**src/rtl/alu_control_seq.sv**
```systemverilog
// alu_control_seq
// Registered ALU-control decoder for the multicycle MIPS core. It decodes
// alu_op/funct/opcode into the ALU control code, and it sequences multi-cycle
// MULT/DIV operations through an iterative mult/div unit.
//
// Ports:
//   clk, reset        rising-edge clock and synchronous active-high reset
//   valid / ready     decode request handshake (accepted on valid & ready)
//   alu_op            00 add, 01 sub, 10 R-type (funct), 11 I-type (opcode)
//   funct, opcode     instruction fields
//   flush             abort an in-progress MULT/DIV
//   alu_ctl, illegal  registered decode result, held until the next accept
//   md_start          1-cycle pulse that starts the mult/div unit
//   md_op             00 none, 01 MULT, 10 DIV
//   md_done           1-cycle pulse when the mult/div operation completes
module alu_control_seq #(
    parameter int ALU_CTL_W   = 3,
    parameter int MULT_CYCLES = 32,
    parameter int DIV_CYCLES  = 32
) (
    input  logic                 clk,
    input  logic                 reset,
    input  logic                 valid,
    input  logic [1:0]           alu_op,
    input  logic [5:0]           funct,
    input  logic [5:0]           opcode,
    input  logic                 flush,
    output logic                 ready,
    output logic [ALU_CTL_W-1:0] alu_ctl,
    output logic                 illegal,
    output logic                 md_start,
    output logic [1:0]           md_op,
    output logic                 md_done
);

    localparam int MAX_CYC = (MULT_CYCLES > DIV_CYCLES) ? MULT_CYCLES : DIV_CYCLES;
    localparam int CNT_W   = $clog2(MAX_CYC) + 1;

    localparam logic [1:0] MD_NONE = 2'b00;
    localparam logic [1:0] MD_MULT = 2'b01;
    localparam logic [1:0] MD_DIV  = 2'b10;

    typedef enum logic [1:0] {IDLE, BUSY, DONE} state_t;

    state_t           state, state_nx;
    logic [CNT_W-1:0] counter;
    logic [2:0]       dec_ctl;
    logic             dec_ill;
    logic [1:0]       dec_md;
    logic             accept;
    logic             md_accept;

    // Combinational decode of the current request fields.
    always_comb begin
        dec_ctl = 3'b000;
        dec_ill = 1'b0;
        dec_md  = MD_NONE;
        unique case (alu_op)
            2'b00: dec_ctl = 3'b001;
            2'b01: dec_ctl = 3'b010;
            2'b10: begin
                case (funct)
                    6'h20:         dec_ctl = 3'b001;
                    6'h22:         dec_ctl = 3'b010;
                    6'h24:         dec_ctl = 3'b011;
                    6'h2a:         dec_ctl = 3'b111;
                    6'h08, 6'h05:  dec_ctl = 3'b000;
                    6'h18:         dec_md  = MD_MULT;
                    6'h1a:         dec_md  = MD_DIV;
                    default:       dec_ill = 1'b1;
                endcase
            end
            default: begin
                case (opcode)
                    6'h08:   dec_ctl = 3'b001;
                    6'h0c:   dec_ctl = 3'b011;
                    6'h0a:   dec_ctl = 3'b111;
                    default: dec_ill = 1'b1;
                endcase
            end
        endcase
    end

    assign ready     = (state == IDLE);
    assign md_done   = (state == DONE);
    assign accept    = valid & ready;
    assign md_accept = accept & (dec_md != MD_NONE);

    // The next-state logic checks flush before the counter, so an abort
    // always wins over a completion in the same cycle.
    always_comb begin
        state_nx = state;
        unique case (state)
            IDLE: if (md_accept) state_nx = BUSY;
            BUSY: begin
                if (flush)              state_nx = IDLE;
                else if (counter == '0) state_nx = DONE;
            end
            default: state_nx = IDLE;
        endcase
    end

    always_ff @(posedge clk) begin
        if (reset) begin
            state    <= IDLE;
            counter  <= '0;
            alu_ctl  <= '0;
            illegal  <= 1'b0;
            md_start <= 1'b0;
            md_op    <= MD_NONE;
        end else begin
            state    <= state_nx;
            md_start <= md_accept;
            if (accept) begin
                alu_ctl <= ALU_CTL_W'(dec_ctl);
                illegal <= dec_ill;
            end
            if (md_accept) begin
                md_op   <= dec_md;
                // Loading N-1 keeps BUSY for N cycles and gives the DONE
                // cycle as cycle N+1 after acceptance.
                counter <= (dec_md == MD_MULT) ? CNT_W'(MULT_CYCLES - 1)
                                               : CNT_W'(DIV_CYCLES - 1);
            end else if (state == BUSY && counter != '0) begin
                counter <= counter - 1'b1;
            end
            if ((state == BUSY && flush) || state == DONE)
                md_op <= MD_NONE;
        end
    end

endmodule
```
**config.mk**
```make
export PLATFORM = sky130hd
export DESIGN_NAME = alu_control_seq
export DESIGN_NICKNAME = d
export VERILOG_FILES = /design/src/rtl/alu_control_seq.sv
export SDC_FILE = /design/constraint.sdc
export NUM_CORES = 1
export LEC_CHECK = 0
export BUFFER_PORTS_ARGS = -buffer_cell sky130_fd_sc_hd__buf_4
export CAP_MARGIN = 20
export CELL_PAD_IN_SITES_DETAIL_PLACEMENT = 0
export CELL_PAD_IN_SITES_GLOBAL_PLACEMENT = 2
export CORE_ASPECT_RATIO = 0.75
export CORE_MARGIN = 5
export CORE_UTILIZATION = 31
export DETAILED_ROUTE_END_ITERATION = 10
export GPL_ROUTABILITY_DRIVEN = 1
export PLACE_DENSITY = 0.92
export SLEW_MARGIN = 20
export SYNTH_ARGS = -nofsm -noshare
export SYNTH_HDL_FRONTEND = slang
export SYNTH_SLANG_ARGS = --single-unit
```
**constraint.sdc**
```tcl
create_clock -name clk -period 3.1 [get_ports clk]
set_input_delay 0 -clock clk [delete_from_list [all_inputs] [get_ports clk]]
set_output_delay 0 -clock clk [all_outputs]
set_load 0.1 [all_outputs]
```
==> results of run 1 <==
state kept, by name (all words and copies together), names as in the netlist:
register  count
md_op         2
illegal       1
md_start      1
counter       6
state         2
alu_ctl       3
kinds of logic after synthesis:
group	after synthesis
and+or+nand+nor	52
xor gates and xnor gates	2
AOI/OAI and AO/OA	25
DFF	15
adders and majority gates	2
muxes	2
buffers and inverters	5
power by group through the flow:
stage | registers, mW | logic (mW) | clock network [mW]
final | 0.198 | 0.0768 | 0.156
after global placement | 0.202 | 0.0749 | 0
after global routing | 0.198 | 0.0824 | 0.171
after detailed placement | 0.202 | 0.0750 | 0
after floorplan | 0.221 | 0.0241 | 0
after CTS | 0.198 | 0.0772 | 0.162
cell type report:
cell class	instances	area, um^2	share of cell area [%]
Inverter	2	7.51	0.638
Sequential cell	15	300	25.5
Multi-Input combinational cell	83	564	47.9
Tap cell	36	45.0	3.83
Clock buffer	4	45.0	3.83
Timing Repair Buffer	28	215	18.3
worst max path at each step:
stage | from | endpoint | slack [ps] | cells after the start
6_report | state[0] | state[1] | 1350 | 3
5_1_grt | state[1] | state[1] | 1270 | 3
4_1_cts | state[0] | state[1] | 1350 | 3
3_5_place_dp | state[0] | state[1] | 1360 | 3
3_3_place_gp | state[0] | state[1] | 1380 | 3
2_1_floorplan | state[0] | state[1] | 1390 | 5
cell usage after synthesis (all sizes together):
master,count,area share [%]
or3,3,2.6
inv,2,0.84
ha,2,2.8
clkbuf,1,0.42
and3b,1,0.98
xnor2,2,2.0
a2111oi,1,3.1
dfxtp,15,33
a21o,2,1.7
nor3,5,2.8
nor2,8,3.3
o21ai,4,2.2
nand3b,2,1.7
buf,2,2.5
o22ai,1,0.70
o211ai,1,0.84
nor4,2,3.1
and2,2,1.4
a21oi,7,3.9
a311oi,1,0.98
nor2b,5,3.5
mux2i,2,2.2
nor3b,3,2.5
or4b,1,1.1
and2b,1,0.84
or3b,1,0.98
nand2,8,3.3
nor4bb,1,1.1
a31oi,3,2.1
a221oi,1,0.98
nand4,2,1.4
nand4bb,1,1.3
a2bb2oi,1,0.98
nand3,2,1.1
or2b,1,0.84
a211oi,3,2.5
or2,1,0.70
nand2b,2,1.4
per-stage QoR:
stage | power, mW | instance area [um^2]
detailed placement | 0.277 | 1110
floorplan | 0.245 | 898
finish | 0.430 | 1180
global placement | 0.277 | 1110
global route | 0.452 | 1180
CTS | 0.437 | 1180
routing by layer:
| layer | vias to the layer above | share of wire, % | global-route usage (%) |
|---|---|---|---|
| li1 | 441 | - | - |
| met2 | 24 | 42 | 14.1 |
| met3 | 4 | 7.2 | 4.46 |
| met5 | - | 0 | 0 |
| met1 | 374 | 50 | 16.0 |
| met4 | 0 | 1.2 | 4.02 |
repair_timing:
action	4_1_cts	5_1_grt
endpoints found under the setup margin	0	0
hold buffers	2	0
hold endpoints to repair	2	0
==> reports/results.txt, run 1 <==
Die ar.: 4090 um^2
vias in the first global route: 742
WL per Instance: 12.8 um
CP required: 3250 ps
pre-CTS setup slack: 1360 ps
initial antenna violation count: 0
GRT Total Usage: 11.0%
CTS Buf Count: 3
fin crit share: 56.4%
Fmax: 572 MHz
row cnt: 16
reg2reg end: state[1]
Starting Density: 33.2%
crit-path max cell delay: 530 ps
CP max FO: 8
setup slack after layout: 1350 ps
Yosys warning total: 0
commonest non-fill, non-tap cell in the layout: buf_4
# IOs: 27
relative slew slack: 70.0%
final setup violating endpoints: 0
WHS Path Cells: 2
Worst Path Buf+Inv: 0
first drt pass iteration count: 4
Worst-path clk slew: 60 ps
post-CTS sizing: 0
first-pass GRT wire length: 3.51 mm
Slew Limit Fails: 0
outcome: complete, no violations
sequential share of the synthesized area: 33.4%
Leak: 0.449 nW
Placed Cells: 162
grt ovf: 0
worst slew pin tran: 449 ps
syn avg cell area: 8.72 um^2
Clock Latency Late Sink: 250 ps
sw power: 0.113 mW
final setup TNS: 0 ps
Post-Synth Adder-Cell Area: 2.79%
kind of cell adding the most delay to the critical path: simple AND/OR/NAND/NOR gates
proportion of synthesized area in mux cells: 2.23%
routed vias/inst: 5.02
Mapped Area: 898 um^2
startpoint types: flop
sw frac: 26.2%
Num Clock Sinks: 15
Final HPWL DP: 1.67 mm
internal power: 0.318 mW
H-Tree Depth: 1
CTS Buffer Depth: 2
post-synthesis compound-gate area fraction: 19.9%
PwrDens: 365 nW/um^2
worst min-delay path class: primary input to flop
Die X: 72.2 um
pin count of the biggest net entering global routing: 15
Max Cap Violations: 0
commonest non-fill, non-tap cells in the layout: buf_4, dfxtp_1, nor2_1, nand2_1, a21oi_1
distinct cell type count after synthesis: 40
Post-Syn Instances: 103
post-synthesis simple-gate area fraction: 35.9%
final core occ: 43.6%
xor/xnor share of the synthesized area: 1.95%
Final ANT Viol Nets: 0
hold-critical path endpoint: state[1]
CTS tree: yes
Worst Min Path Start: reset
Fillers: 285
Layout Cells excl Fill: 168
Total Wirelength: 2.15 mm
syn nets: 123
sequential share of power: 45.9%
largest family of logic cells by synthesized area: simple AND/OR/NAND/NOR gates
clock tree root driver cell: clkbuf_8
Comb power frac: 17.9%
CP Cell Sequence: or3b_1 > or3_4 > a2111oi_4
R2R Setup Slk: 1350 ps
core area: 2700 um^2
GP Congestion: 0.786
Worst R2R Path Depth: 3
number of port buffers: 26
Seq cells post-synth: 15
RSZ-0062 raised after global routing: false
final hold viol count: 0
Critical Path AT: 1900 ps
Peak VDD IR: 175 uV
antenna cells: 0
DR vias: 843
Die Height: 56.6 um
nets: 153
Initial DRC Count: 42
# DRC: 0
Crit. End Element: flop
setup bufs post-CTS: 0
Final min period: 1750 ps
Area growth syn-to-layout: 31.1%
CP Class: flop to flop
slowest cell on the critical path: or3b_1
Worst Skew: 3.99 ps
clock power share: 36.2%
RR Startpoint: state[0]
hold slack: 27.9 ps
layout cells sized above 1: 25.8%
(Power assumes the default switching activity.)
==> inputs of run 2 (changes only) <==
- CORE_UTILIZATION: 31 -> 28
- PLACE_DENSITY: 0.92 -> 0.86
- clock period: 3.1 -> 1.7 ns (I/O delays scaled with it)
==> run 2 against run 1 <==
Fmax grew 11%. Cell count grew 3.0%. Count of clock-buffer cells in the layout is the same. Largest cell class unchanged. Clock power grew 91%. First-iteration DRC count grew 43%.
==> reports/results.txt, run 2 (synthesis gave the netlist of run 1 again) <==
final setup violating endpoints: 0
setup slack after layout: 126 ps
Die X: 75.4 um
Max Cap Violations: 0
H-Tree Depth: 1
Slew Limit Fails: 0
# DRC: 0
WL per Instance: 12.6 um
CTS Buffer Depth: 2
Worst Skew: 0.971 ps
Fmax: 635 MHz
Leak: 0.464 nW
hold-critical path endpoint: state[1]
commonest non-fill, non-tap cells in the layout: buf_4, dfxtp_1, nor2_1, nand2_1, a21oi_1
final setup TNS: 0 ps
setup bufs post-CTS: 0
layout cells sized above 1: 28.9%
hold slack: 24.5 ps
pre-CTS setup slack: 67.1 ps
Initial DRC Count: 60
clock tree root driver cell: clkbuf_8
final hold viol count: 0
Starting Density: 29.7%
core area: 3020 um^2
Peak VDD IR: 225 uV
worst slew pin tran: 507 ps
antenna cells: 0
Final HPWL DP: 1.73 mm
R2R Setup Slk: 130 ps
worst min-delay path class: primary input to flop
Top reg by flops: counter
Num Clock Sinks: 15
PwrDens: 665 nW/um^2
initial antenna violation count: 0
CP Class: flop to flop
outcome: complete, no violations
Fillers: 320
Die Height: 59.1 um
Worst Min Path Start: reset
first drt pass iteration count: 4
Final ANT Viol Nets: 0
vias in the first global route: 800
commonest non-fill, non-tap cell in the layout: buf_4
grt ovf: 0
Total Wirelength: 2.18 mm
biggest registers after layout: counter (6), alu_ctl (3)
Clock Latency Late Sink: 250 ps
reg2reg end: state[1]
GP Congestion: 0.748
startpoint types: flop
DR vias: 842
Final min period: 1570 ps
CTS tree: yes
WHS Path Cells: 2
number of port buffers: 26
row cnt: 17
first-pass GRT wire length: 3.57 mm
nets: 156
Area growth syn-to-layout: 34.3%
max reg flops: 6
routed vias/inst: 4.87
Critical Path AT: 1730 ps
GRT Total Usage: 10.5%
Die ar.: 4450 um^2
relative slew slack: 66.1%
CP required: 1850 ps
RR Startpoint: state[1]
# IOs: 27
Worst-path clk slew: 60 ps
RSZ-0062 raised after global routing: false
Worst R2R Path Depth: 3
pin count of the biggest net entering global routing: 15
CP max FO: 8
fin crit share: 92.6%
CTS Buf Count: 3
Crit. End Element: flop
-- run 2: final cells by class --
type / instances / area, um^2 / share of cell area, %
clock buffer: 4 / 45.0 / 3.73
inverter: 2 / 7.51 / 0.622
multi-input combinational: 83 / 567 / 47.0
sequential: 15 / 302 / 25.0
tap: 38 / 47.5 / 3.94
timing repair buffer: 31 / 238 / 19.7
-- run 2: worst max path at each step --
stage,from,to,slack [ps],depth (start not counted)
finish,state[1],state[1],130,3
global route,counter[0],counter[4],30,6
CTS,state[1],state[1],50,3
detailed placement,state[1],state[1],70,3
global placement,state[1],state[1],90,3
floorplan,state[1],state[1],50,5
-- run 2: per-stage QoR --
step | power [mW] | area [um^2] | util [%] | std cells
6_report | 0.802 | 1210 | 39.9 | 173
5_1_grt | 0.831 | 1210 | 39.9 | 173
4_1_cts | 0.814 | 1200 | 39.9 | 173
3_5_place_dp | 0.508 | 1140 | 37.7 | 167
3_3_place_gp | 0.507 | 1140 | 37.7 | 167
2_1_floorplan | 0.447 | 900 | - | 103
-- run 2: critical path, cell delays in order (launching register included) --
cell and delay (ps):
dfxtp_2 350, or3b_4 440, or3_4 400, a2111oi_4 290
-- run 2: repair_timing --
action,in CTS,in global routing
hold endpoints to repair,2,0
hold buffers,2,0
resized for setup,0,1
setup endpoints to repair,0,1
-- run 2: power by group --
| part | switching, mW | internal (mW) | total (mW) |
|---|---|---|---|
| clock | 0.131 | 0.166 | 0.298 |
| sequential | 0.00319 | 0.357 | 0.360 |
| combinational | 0.0841 | 0.0598 | 0.144 |
| total | 0.219 | 0.583 | 0.802 |
-- run 2: metal layers --
| metal | track usage, % | part of all wire, % | up-vias |
|---|---|---|---|
| met4 | 5.24 | 1.1 | 0 |
| li1 | - | - | 445 |
| met3 | 2.37 | 4.6 | 2 |
| met1 | 15.8 | 52 | 373 |
| met2 | 13.7 | 42 | 22 |
| met5 | 0 | 0 | - |
